--- src/rtl/imem_pkg.sv ---
// Shared definitions for the instruction-fetch front end: default geometry,
// fetch FSM states and the prefetch FIFO entry layout.
package imem_pkg;

    localparam int IMEM_N        = 32;
    localparam int IMEM_R        = 7;
    localparam int IMEM_END_ADDR = 'h40;
    localparam int FIFO_DEPTH    = 4;

    typedef enum logic [1:0] {
        IDLE,
        FETCH,
        DRAIN,
        HALT
    } fetch_state_t;

    typedef struct packed {
        logic [IMEM_R-1:0] pc;
        logic [IMEM_N-1:0] instr;
    } fetch_entry_t;

endpackage

--- src/rtl/imem_fetch_ctrl_if.sv ---
// Bus between the fetch controller, the combinational imem and decode.
interface imem_fetch_ctrl_if
    import imem_pkg::*;
#(
    parameter int N = IMEM_N,
    parameter int R = IMEM_R
);
    logic [R-1:0] imem_addr;
    logic [N-1:0] imem_data;
    logic         instr_valid;
    logic         instr_ready;
    logic [N-1:0] instr_data;
    logic [R-1:0] instr_pc;

    modport master (
        output imem_addr,
        input  imem_data,
        output instr_valid,
        input  instr_ready,
        output instr_data,
        output instr_pc
    );

    modport slave (
        input  imem_addr,
        output imem_data,
        input  instr_valid,
        output instr_ready,
        input  instr_data,
        input  instr_pc
    );
endinterface

--- src/rtl/fetch_fifo.sv ---
// Small prefetch FIFO; flush has priority over push and pop, and the head
// reads as zero while empty.
module fetch_fifo #(
    parameter  int DEPTH = 4,
    parameter  int W     = 39,
    localparam int AW    = $clog2(DEPTH)
) (
    input  logic          clk,
    input  logic          rst_n,
    input  logic          push,
    input  logic          pop,
    input  logic          flush,
    input  logic [W-1:0]  din,
    output logic          full,
    output logic          empty,
    output logic [AW:0]   count,
    output logic [W-1:0]  head
);
    logic [AW-1:0]  wr_ptr_reg;
    logic [AW-1:0]  rd_ptr_reg;
    logic [AW:0]    count_reg;
    logic [AW:0]    count_next;
    logic [W-1:0]   mem_reg [DEPTH];
    logic [DEPTH-1:0] wr_sel;
    logic           do_push;
    logic           do_pop;

    assign empty   = (count_reg == '0);
    assign full    = (count_reg == (AW+1)'(DEPTH));
    assign do_pop  = pop && !empty && !flush;
    // A full FIFO still accepts a push when the head leaves in the same cycle.
    assign do_push = push && (!full || do_pop) && !flush;
    assign count   = count_reg;
    assign head    = empty ? '0 : mem_reg[rd_ptr_reg];

    genvar gi;
    generate
        for (gi = 0; gi < DEPTH; gi++) begin : g_wr_sel
            assign wr_sel[gi] = do_push && (wr_ptr_reg == AW'(gi));
        end
    endgenerate

    always_ff @(posedge clk or negedge rst_n) begin
        if (!rst_n) begin
            for (int i = 0; i < DEPTH; i++) mem_reg[i] <= '0;
        end else begin
            for (int i = 0; i < DEPTH; i++) begin
                if (wr_sel[i]) mem_reg[i] <= din;
            end
        end
    end

    always_comb begin
        count_next = count_reg;
        if (do_push && !do_pop)      count_next = count_reg + 1'b1;
        else if (!do_push && do_pop) count_next = count_reg - 1'b1;
    end

    always_ff @(posedge clk or negedge rst_n) begin
        if (!rst_n) begin
            wr_ptr_reg <= '0;
            rd_ptr_reg <= '0;
            count_reg  <= '0;
        end else if (flush) begin
            wr_ptr_reg <= '0;
            rd_ptr_reg <= '0;
            count_reg  <= '0;
        end else begin
            if (do_push) wr_ptr_reg <= wr_ptr_reg + 1'b1;
            if (do_pop)  rd_ptr_reg <= rd_ptr_reg + 1'b1;
            count_reg <= count_next;
        end
    end
endmodule

--- src/rtl/imem_fetch_ctrl.sv ---
// Instruction fetch controller: owns the PC, sequences the combinational imem
// into a prefetch FIFO and handles redirects and end-of-program drain.
module imem_fetch_ctrl
    import imem_pkg::*;
#(
    parameter int           N        = IMEM_N,
    parameter int           R        = IMEM_R,
    parameter int           DEPTH    = FIFO_DEPTH,
    parameter logic [R-1:0] END_ADDR = R'(IMEM_END_ADDR)
) (
    input  logic                 clk,
    input  logic                 rst_n,
    input  logic                 en,
    input  logic                 redir_valid,
    input  logic [R-1:0]         redir_addr,
    output logic                 done,
    imem_fetch_ctrl_if.master    bus
);
    localparam int AW = $clog2(DEPTH);

    fetch_state_t     state_reg, state_next;
    logic [R-1:0]     pc_reg, pc_next;
    logic             push;
    logic             pop;
    logic             fifo_full;
    logic             fifo_empty;
    logic [AW:0]      fifo_count;
    logic [R+N-1:0]   fifo_head;

    assign bus.imem_addr   = pc_reg;
    assign bus.instr_valid = !fifo_empty;
    assign {bus.instr_pc, bus.instr_data} = fifo_head;
    assign pop  = bus.instr_valid && bus.instr_ready;
    assign done = (state_reg == HALT);

    fetch_fifo #(
        .DEPTH (DEPTH),
        .W     (R + N)
    ) u_fifo (
        .clk   (clk),
        .rst_n (rst_n),
        .push  (push),
        .pop   (pop),
        .flush (redir_valid),
        .din   ({pc_reg, bus.imem_data}),
        .full  (fifo_full),
        .empty (fifo_empty),
        .count (fifo_count),
        .head  (fifo_head)
    );

    always_comb begin
        state_next = state_reg;
        pc_next    = pc_reg;
        push       = 1'b0;
        if (redir_valid) begin
            // Redirect wins over any push or pop this cycle.
            pc_next    = redir_addr;
            state_next = en ? FETCH : IDLE;
        end else begin
            case (state_reg)
                IDLE: if (en) state_next = FETCH;
                FETCH: begin
                    if (en && (!fifo_full || pop)) begin
                        push    = 1'b1;
                        pc_next = pc_reg + 1'b1;
                        if (pc_reg == END_ADDR) state_next = DRAIN;
                    end
                end
                DRAIN: if (fifo_count == '0) state_next = HALT;
                HALT:  state_next = HALT;
                default: state_next = IDLE;
            endcase
        end
    end

    always_ff @(posedge clk or negedge rst_n) begin
        if (!rst_n) begin
            state_reg <= IDLE;
            pc_reg    <= '0;
        end else begin
            state_reg <= state_next;
            pc_reg    <= pc_next;
        end
    end
endmodule

--- src/flat_wrapper.sv ---
// flat-port wrapper written by rule: the top's interface ports become plain ports
module imem_fetch_ctrl_flat import imem_pkg::*;
#(
    parameter int           N        = IMEM_N,
    parameter int           R        = IMEM_R,
    parameter int           DEPTH    = FIFO_DEPTH,
    parameter logic [R-1:0] END_ADDR = R'(IMEM_END_ADDR)
)
  (clk, rst_n, en, redir_valid, redir_addr, done, bus_imem_addr, bus_imem_data, bus_instr_valid, bus_instr_ready, bus_instr_data, bus_instr_pc);
  imem_fetch_ctrl_if #(.N(N), .R(R)) bus_i ();
  input  logic clk;
  input  logic rst_n;
  input  logic en;
  input  logic redir_valid;
  input  logic [R-1:0] redir_addr;
  output logic done;
  output wire logic [$bits(bus_i.imem_addr)-1:0] bus_imem_addr;
  input wire logic [$bits(bus_i.imem_data)-1:0] bus_imem_data;
  output wire logic [$bits(bus_i.instr_valid)-1:0] bus_instr_valid;
  input wire logic [$bits(bus_i.instr_ready)-1:0] bus_instr_ready;
  output wire logic [$bits(bus_i.instr_data)-1:0] bus_instr_data;
  output wire logic [$bits(bus_i.instr_pc)-1:0] bus_instr_pc;
  assign bus_imem_addr = bus_i.imem_addr;
  assign bus_i.imem_data = bus_imem_data;
  assign bus_instr_valid = bus_i.instr_valid;
  assign bus_i.instr_ready = bus_instr_ready;
  assign bus_instr_data = bus_i.instr_data;
  assign bus_instr_pc = bus_i.instr_pc;
  imem_fetch_ctrl #(.N(N), .R(R), .DEPTH(DEPTH), .END_ADDR(END_ADDR)) u_core (.clk(clk), .rst_n(rst_n), .en(en), .redir_valid(redir_valid), .redir_addr(redir_addr), .done(done), .bus(bus_i));
endmodule
--- config.mk ---
export PLATFORM = sky130hd
export DESIGN_NAME = imem_fetch_ctrl_flat
export DESIGN_NICKNAME = d
export VERILOG_FILES = /design/src/rtl/imem_pkg.sv /design/src/rtl/imem_fetch_ctrl_if.sv /design/src/rtl/fetch_fifo.sv /design/src/rtl/imem_fetch_ctrl.sv /design/src/flat_wrapper.sv
export SDC_FILE = /design/constraint.sdc
export NUM_CORES = 1
export LEC_CHECK = 0
export ABC_AREA = 1
export CAP_MARGIN = 5
export CORE_MARGIN = 3
export CORE_UTILIZATION = 50
export CTS_BUF_LIST = sky130_fd_sc_hd__clkbuf_8
export CTS_CLUSTER_SIZE = 25
export DETAILED_ROUTE_END_ITERATION = 8
export GPL_ROUTABILITY_DRIVEN = 1
export PLACE_DENSITY = 0.72
export SYNTH_ARGS = -nofsm -noshare
export SYNTH_HDL_FRONTEND = slang
export SYNTH_HIERARCHICAL = 1
export SYNTH_SLANG_ARGS = --single-unit
--- constraint.sdc ---
create_clock -name clk -period 3.05 [get_ports clk]
set_clock_uncertainty 0.05 [all_clocks]
set_input_delay 0.4575 -clock clk [delete_from_list [all_inputs] [get_ports clk]]
set_output_delay 0.4575 -clock clk [all_outputs]
set_load 0.02 [all_outputs]
==> results.yml, run 1 <==
status:
  status: "finished clean"
cts:
  cts_buffers: 17
  cts_tree: "built"
  clkSlewWorstSetupHoldPaths_ns: 0.08
  htreeDepth: 4
  cts_root_buffer: "clkbuf_8"
  cts_setup_buffers: 0
  insertion_delay_ns: 0.44
  clockBufferDepth: 2
  cts_sinks: 172
worst_hold_path:
  min_path_type: "reg -> reg"
power_and_ir_drop:
  vdd_drop_max_v: 0.000322
  leakage_nw: 4.40
  finalPower_mw: 6.47
  power-per-cell-area_nw_per_um2: 668
route:
  ant_nets: 0
  drc: 0
  routed_wl_um: 19000
  vias: 6888
  post_drt_wl_per_cell_um: 14.5
  drt_iter0_drc: 545
  routed_via_density: 5.27
  dr.pass1.iters: 7
worst_setup_path:
  slowest_delay_ns: 0.67
  crit_type: "reg -> out"
  critical-path-slowest-cell: "clkdlybuf4s50_1"
  crit_required_ns: 2.54
  crit_chain: "inv_2 -> buf_4 -> nor2_1 -> o21ai_0 -> a21oi_1 -> clkdlybuf4s50_1"
  crit_family: "buffers and inverters"
  cp_max_fo: 20
  worst-path-buf-inv: 3
  cp-end-kind: "primary output"
  worst_setup_path_start_kind: "register"
  arrival_ns: 2.49
sta:
  report.final.hold_viol_count: 0
  period_share_pct: 98.3
  tightest_slew_ns: 0.822
  max-slew-margin-rel_pct: 45.2
  rsz0062_at_grt: "false"
  setup_violations: 0
  fmax_mhz: 334
  period_minus_slack_ns: 3.00
  slew_violations: 0
  tns_ns: 0
grt:
  grt_use_total_pct: 21.8
  grt_first_pass_wirelength_um: 31700
  first_global_vias: 6584
  grt_antenna_before_repair: 0
  grt_start_max_net_pins: 79
  overflow: 0
logic_synthesis:
  syn_inst: 1012
  ys_types: 28
  synthesis.nets: 1063
  ys_ff_latch: 172
  ys_warn_count: 6
  synthesis.area_um2: 8140
  syn_avg_cell_area_um2: 8.05
  seq_area_frac_synth_pct: 52.8
die:
  start_util_pct: 51.3
  ioPinCount: 92
  dieArea_um2: 17900
  design.core.area_um2: 15900
  dieWidth_um: 134
  floorplan.die.height_um: 134
  rows: 46
layout:
  final_common_cell: "nand2_1"
  syn2layout_area_growth_pct: 18.9
  nets: 1129
  diodes: 0
  largest_reg_flops: 156
  drive_gt1_share_pct: 7.06
  layout_common_cells: "nand2_1 (208), o21ai_0 (185), dfrtp_1 (170)"
placement:
  place_congestion: 0.828
  numPortBuffers: 91
  post-dp-hpwl_um: 11700
flow_run:
  cap_violations: 0
-- worst paths after layout --
kind                                                         startpoint                                     end  slack [ns]  depth (start not counted)
worst max-delay path            u_core/u_fifo/rd_ptr_reg[1]$_DFFE_PN0P_                         bus_instr_pc[0]        0.05                          6
worst min-delay path             u_core/u_fifo/mem_reg[109]$_DFFE_PN0P_  u_core/u_fifo/mem_reg[109]$_DFFE_PN0P_        0.43                          2
worst max register to register       u_core/u_fifo/count[2]$_DFFE_PN0P_  u_core/u_fifo/mem_reg[115]$_DFFE_PN0P_        0.46                         14
worst min register to register   u_core/u_fifo/mem_reg[109]$_DFFE_PN0P_  u_core/u_fifo/mem_reg[109]$_DFFE_PN0P_        0.43                          2
max in group asynchronous                                         rst_n  u_core/u_fifo/mem_reg[148]$_DFFE_PN0P_        1.66                          3
min in group asynchronous                                         rst_n   u_core/u_fifo/mem_reg[43]$_DFFE_PN0P_        0.48                          2
-- where the power goes --
group	switching (mW)	internal (mW)	leakage, nW
Combinational	0.950	0.686	1.86
Sequential	0.280	2.73	2.31
Clock	0.785	1.03	0.236
Total	2.01	4.45	4.40
-- final cells by class --
type,instances,area (µm²)
Fill cell,1454,6200
Sequential cell,172,4310
Clock buffer,20,275
Clock inverter,12,193
Multi-Input combinational cell,708,3240
Tap cell,216,270
Inverter,67,254
Timing Repair Buffer,112,1140
-- through the flow --
| stage | instances | setup slack (ns) | hold slack, ns | cell area [µm²] | utilization (%) |
|---|---|---|---|---|---|
| after floorplan | 1012 | 0.417 | 0.112 | 8140 | - |
| after global placement | 1274 | 0.400 | 0.409 | 9200 | 57.9 |
| after detailed placement | 1274 | 0.288 | 0.409 | 9200 | 57.9 |
| after CTS | 1307 | 0.0456 | 0.439 | 9680 | 60.9 |
| after global routing | 1307 | 0.00596 | 0.454 | 9690 | 61.0 |
| final | 1307 | 0.0530 | 0.435 | 9690 | 61.0 |
-- synthesized netlist by cell type --
| library cell | n | area [µm²] |
|---|---|---|
| inv_1 | 64 | 240 |
| nand2_2 | 5 | 31.3 |
| o21bai_1 | 1 | 7.51 |
| o21ai_0 | 185 | 926 |
| o21ai_4 | 1 | 16.3 |
| o21ai_1 | 55 | 275 |
| nand4_1 | 8 | 50.1 |
| buf_4 | 3 | 22.5 |
| nand3_2 | 6 | 60.1 |
| buf_1 | 3 | 11.3 |
| buf_2 | 4 | 20.0 |
| nand3_1 | 17 | 85.1 |
| inv_4 | 1 | 6.26 |
| dfrtp_1 | 172 | 4300 |
| fa_1 | 1 | 20.0 |
| or2_1 | 1 | 6.26 |
| inv_2 | 2 | 7.51 |
| ha_1 | 6 | 75.1 |
| a21oi_1 | 45 | 225 |
| nand2_1 | 208 | 781 |
| nor2_2 | 1 | 6.26 |
| clkbuf_1 | 44 | 165 |
| nor2_1 | 162 | 608 |
| a21oi_4 | 1 | 16.3 |
| xnor2_1 | 1 | 8.76 |
| nor2_4 | 2 | 22.5 |
| nand2_4 | 2 | 22.5 |
| buf_6 | 11 | 124 |
-- tightest hold or removal path, cell delays in order, from the launching register on --
cell,delay (ns)
dfrtp_1,0.35
nand2_1,0.05
o21ai_0,0.05
-- cells by family (layout without fill, tap and decap cells) --
family | Yosys count | in the layout | synth area share, %
DFF | 172 | 172 | 52.8
buffers and inverters | 132 | 211 | 7.33
and+or+nand+nor | 412 | 412 | 20.5
xor gates and xnor gates | 1 | 1 | 0.108
AOI/OAI and AO/OA | 288 | 288 | 18.0
adders and majority gates | 7 | 7 | 1.17
-- per-layer routing --
layer | global-route usage, % | wire (µm) | vias to the layer above
li1 | - | - | 3410
met1 | 31.5 | 9140 | 3258
met2 | 33.9 | 8640 | 200
met3 | 4.49 | 1020 | 20
met4 | 5.94 | 206 | 0
met5 | 0 | 0 | -
-- repair_timing --
action	4_1_cts	5_1_grt
hold buffers	1	0
endpoints found under the hold margin	55	0
endpoints found under the setup margin	2	1
gates resized for setup	1	2
cloned	0	0
(Power assumes the default switching activity.)
==> run 2, diff against run 1 <==
ABC_CLOCK_PERIOD_IN_PS = 3050   (was unset)
PLACE_DENSITY = 0.68   (was 0.72)
SKIP_CTS_REPAIR_TIMING = 1   (was unset)
==> run 2 against run 1 <==
  * Via count down 1.2%
  * Cell count up 0.31%
  * Clock-buffer cell count increased by 1
  * Core utilization fell by 0.31 points
  * Combinational power hardly changed
  * Design area shrank 0.50%
  * Critical path type unchanged
==> results.yml, run 2 (synthesized netlist as in run 1, its figures left out) <==
route:
  drc: 0
  dr.pass1.iters: 5
  vias: 6808
  post_drt_wl_per_cell_um: 14.4
  routed_via_density: 5.19
  ant_nets: 0
  routed_wl_um: 18900
  drt_iter0_drc: 449
layout:
  final_common_cell: "nand2_1"
  nets: 1133
  post-route-util_pct: 60.7
  n_fill_cell: 1506
  diodes: 0
  layout_common_cells: "nand2_1 (208), o21ai_0 (185), dfrtp_1 (171)"
  largest_reg_flops: 156
  syn2layout_area_growth_pct: 18.3
  drive_gt1_share_pct: 7.21
die:
  rows: 46
  ioPinCount: 92
  design.core.area_um2: 15900
  dieArea_um2: 17900
  floorplan.die.height_um: 134
  start_util_pct: 51.3
  dieWidth_um: 134
grt:
  grt_antenna_before_repair: 0
  grt_first_pass_wirelength_um: 32100
  grt_start_max_net_pins: 79
  grt_use_total_pct: 22.1
  overflow: 0
  first_global_vias: 6693
worst_setup_path:
  arrival_ns: 2.38
  crit_required_ns: 2.54
  cp-end-kind: "primary output"
  crit_type: "reg -> out"
  cp_max_fo: 23
  worst_setup_path_start_kind: "register"
cts:
  clockBufferDepth: 2
  cts_buffers: 17
  clkSlewWorstSetupHoldPaths_ns: 0.09
  insertion_delay_ns: 0.44
  cts_tree: "built"
  cts_root_buffer: "clkbuf_8"
  htreeDepth: 4
  cts_sinks: 172
sta:
  tns_ns: 0
  slew_violations: 0
  tightest_slew_ns: 0.694
  setup_violations: 0
  period_share_pct: 94.5
  period_minus_slack_ns: 2.88
  report.final.hold_viol_count: 0
  max-slew-margin-rel_pct: 53.7
  fmax_mhz: 347
  rsz0062_at_grt: "false"
power_and_ir_drop:
  p_comb_share_pct: 26.5
  p_int_mw: 4.15
  power-per-cell-area_nw_per_um2: 638
  clockPowerShare_pct: 24.6
  seq_power_share_pct: 48.9
  vdd_drop_max_v: 0.000290
  p_sw_share_pct: 32.5
  finalPower_mw: 6.15
  leakage_nw: 4.37
  switching_power_mw: 2.00
flow_run:
  cap_violations: 0
status:
  status: "finished clean"
placement:
  numPortBuffers: 91
  post-dp-hpwl_um: 11700
  place_congestion: 0.815
worst_hold_path:
  min_path_type: "reg -> reg"
run 2: per-layer routing:
metal  track usage [%]  routed length (µm)  vias to the layer above
met1              30.5                9020                     3234
met2              36.6                8860                      150
met5                 0                   0                        -
met4              5.09                 131                        0
met3              4.08                 858                       10
li1                  -                   -                     3414
run 2: area by class of cell:
| type | count | area, µm² | share of cell area (%) |
|---|---|---|---|
| Clock buffer | 21 | 289 | 3.00 |
| Inverter | 67 | 254 | 2.64 |
| Multi-Input combinational cell | 708 | 3240 | 33.7 |
| Tap cell | 216 | 270 | 2.80 |
| Clock inverter | 11 | 93.8 | 0.974 |
| Timing Repair Buffer | 116 | 1180 | 12.3 |
| Sequential cell | 172 | 4310 | 44.7 |
run 2: power by group through the flow:
stage	Clock, mW	Sequential, mW	Combinational (mW)
6_report	1.51	3.01	1.63
5_1_grt	1.66	3.07	1.87
2_1_floorplan	0	3.00	1.08
4_1_cts	1.56	3.01	1.64
3_5_place_dp	0	3.05	1.64
3_3_place_gp	0	3.04	1.60
run 2: final timing paths:
check                      slack, ns  cells past startpoint                                endpoint                               startpoint
setup / recovery                0.17                      6                      bus_instr_data[11]  u_core/u_fifo/rd_ptr_reg[1]$_DFFE_PN0P_
hold / removal                  0.43                      2  u_core/u_fifo/mem_reg[105]$_DFFE_PN0P_   u_core/u_fifo/mem_reg[105]$_DFFE_PN0P_
setup reg to reg                0.52                     17      u_core/u_fifo/count[2]$_DFFE_PN0P_       u_core/u_fifo/count[1]$_DFFE_PN0P_
hold reg to reg                 0.43                      2  u_core/u_fifo/mem_reg[105]$_DFFE_PN0P_   u_core/u_fifo/mem_reg[105]$_DFFE_PN0P_
max in group asynchronous       1.55                      3   u_core/u_fifo/mem_reg[90]$_DFFE_PN0P_                                    rst_n
min in group asynchronous       0.54                      2   u_core/u_fifo/mem_reg[42]$_DFFE_PN0P_                                    rst_n
run 2: worst max-delay path: stages (launching register included):
cell and delay [ns]:
dfrtp_1 0.37, inv_1 0.18, buf_4 0.30, nor2_1 0.12
o21ai_0 0.08, a21oi_1 0.23, clkdlybuf4s50_1 0.65
run 2: through the flow:
step,cell area [µm²],instances,hold slack [ns],worst slack [ns]
3_5_place_dp,9230,1276,0.418,0.424
5_1_grt,9640,1311,0.457,0.00748
3_3_place_gp,9230,1276,0.410,0.496
2_1_floorplan,8140,1012,0.112,0.417
6_report,9640,1311,0.434,0.167
4_1_cts,9610,1308,-0.0221,-0.00285
==> run 3, diff against run 2 <==
ABC_CLOCK_PERIOD_IN_PS = 2500   (was 3050)
PLACE_DENSITY = 0.71   (was 0.68)
SLEW_MARGIN = 0   (was unset)
clock period = 2.5 ns   (was 3.05 ns; I/O delays follow)
==> run 3 against run 2 <==
  * Design area rose by 2.9%
  * Clock power rose by 39%
  * Register-to-register slack got worse by 0.31 ns
  * Combinational power rose by 23%
  * Die area did not move
  * Via count fell by 0.57%
  * Sequential cell count did not move
  * Critical path type unchanged
==> results.yml, run 3 (synthesized netlist as in run 1, its figures left out) <==
worst_setup_path:
  arrival_ns: 1.92
  cp_max_fo: 25
  reg2reg_to: "u_core/u_fifo/count[2]$_DFFE_PN0P_"
  timing.rr.start: "u_core/u_fifo/count[0]$_DFFE_PN0P_"
  rr_worst_depth: 17
  crit_type: "reg -> out"
  startpoint: "u_core/u_fifo/rd_ptr_reg[0]$_DFFE_PN0P_"
  worst_setup_path_start_kind: "register"
  r2r_slack_ns: 0.21
  cp-end-kind: "primary output"
  crit_required_ns: 2.08
  setup.worst_path.end: "bus_instr_data[30]"
grt:
  overflow: 0
  grt_antenna_before_repair: 0
  grt_use_total_pct: 21.8
  first_global_vias: 6466
  grt_first_pass_wirelength_um: 31900
  grt_start_max_net_pins: 79
power_and_ir_drop:
  seq_power_share_pct: 47.3
  switching_power_mw: 2.50
  vdd_drop_max_v: 0.000342
  power-per-cell-area_nw_per_um2: 783
  p_comb_share_pct: 25.7
  clockPowerShare_pct: 27.0
  leakage_nw: 5.14
  p_sw_share_pct: 32.2
  p_int_mw: 5.26
route:
  ant_nets: 0
  routed_via_density: 5.15
  drt_iter0_drc: 404
  routed_wl_um: 18700
  drc: 0
  vias: 6769
  dr.pass1.iters: 5
  post_drt_wl_per_cell_um: 14.2
cts:
  cts_buffers: 17
  clockBufferDepth: 2
  cts_root_buffer: "clkbuf_8"
  cts_tree: "built"
  cts_sinks: 172
  insertion_delay_ns: 0.45
  clkSlewWorstSetupHoldPaths_ns: 0.09
  htreeDepth: 4
sta:
  setup_violations: 0
  period_share_pct: 93.9
  max-slew-margin-rel_pct: 75.7
  slew_violations: 0
  tightest_slew_ns: 0.364
  worst_slack_ns: 0.152
  period_minus_slack_ns: 2.35
  report.final.hold_viol_count: 0
  fmax_mhz: 426
die:
  dieWidth_um: 134
  rows: 46
  ioPinCount: 92
  design.core.area_um2: 15900
  floorplan.die.height_um: 134
  dieArea_um2: 17900
  start_util_pct: 51.3
placement:
  dpl_cell_area_um2: 9360
  numPortBuffers: 91
  preCtsSetupSlack_ns: 0.0768
  place_congestion: 0.828
  post-dp-hpwl_um: 11700
layout:
  syn2layout_area_growth_pct: 21.8
  postLayoutCellArea_um2: 9920
  drive_gt1_share_pct: 8.10
  largest_reg_flops: 156
  final_common_cell: "nand2_1"
  layout_common_cells: "nand2_1 (208), o21ai_0 (185), dfrtp_1 (169)"
  diodes: 0
  nets: 1137
worst_hold_path:
  min_path_type: "in -> async"
status:
  status: "finished clean"
flow_run:
  cap_violations: 0
==> run 3: cell types whose count changed in the layout (fill, tap and decap cells not counted), moves of 3 or more <==
cell | previous run | this run
bufinv_16 | 1 | 4
clkbuf_8 | 21 | 17
clkdlybuf4s50_1 | 90 | 51
buf_12 | 6 | 13
clkinvlp_4 | 3 | 6
dlymetal6s2s_1 | 0 | 39
buf_4 | 17 | 13
==> run 3: worst min path at each step <==
stage / startpoint / to / slack (ns) / cells past startpoint
5_1_grt: rst_n / u_core/u_fifo/mem_reg[1]$_DFFE_PN0P_ / 0.34 / 2
3_3_place_gp: rst_n / u_core/u_fifo/mem_reg[42]$_DFFE_PN0P_ / 0.25 / 1
4_1_cts: rst_n / u_core/u_fifo/mem_reg[70]$_DFFE_PN0P_ / -0.25 / 1
3_5_place_dp: rst_n / u_core/u_fifo/mem_reg[42]$_DFFE_PN0P_ / 0.25 / 1
6_report: rst_n / u_core/u_fifo/mem_reg[120]$_DFFE_PN0P_ / 0.33 / 2
2_1_floorplan: rst_n / u_core/bus.imem_addr[0]$_DFFE_PN0P_ / 0.03 / 0
==> run 3: final cells by class <==
| cell class | count | area, µm² |
|---|---|---|
| Clock buffer | 17 | 234 |
| Timing Repair Buffer | 120 | 1400 |
| Sequential cell | 172 | 4310 |
| Clock inverter | 15 | 198 |
| Tap cell | 216 | 270 |
| Inverter | 67 | 254 |
| Fill cell | 1412 | 5970 |
| Multi-Input combinational cell | 708 | 3250 |
==> run 3: power groups by stage <==
stage	logic, mW	registers, mW	clock network, mW
floorplan	1.32	3.66	0
global placement	1.98	3.70	0
detailed placement	2.02	3.71	0
CTS	2.03	3.66	2.15
global route	2.31	3.75	2.28
finish	2.00	3.67	2.10
==> run 3: critical path: stages (launching register included) <==
cell and delay [ns]:
dfrtp_2 0.48, inv_2 0.16, buf_12 0.18, o21ai_0 0.11
a21oi_1 0.27, dlymetal6s2s_1 0.28
==> run 3: stage by stage <==
stage	utilization, %	hold WS (ns)	instances	power, mW	setup TNS, ns
3_3_place_gp	58.9	0.250	1282	5.68	0
6_report	62.4	0.333	1315	7.76	0
5_1_grt	62.4	0.343	1315	8.34	-0.00528
4_1_cts	61.6	-0.250	1314	7.85	-6.79
3_5_place_dp	58.9	0.251	1282	5.73	0
2_1_floorplan	-	0.0294	1012	4.98	0
==> run 3: routing by layer <==
layer	up-vias	GRT usage [%]	share of wire (%)
li1	3416	-	-
met1	3195	30.9	49
met2	144	34.8	46
met3	14	4.65	3.9
met4	0	5.37	0.73
met5	-	0	0
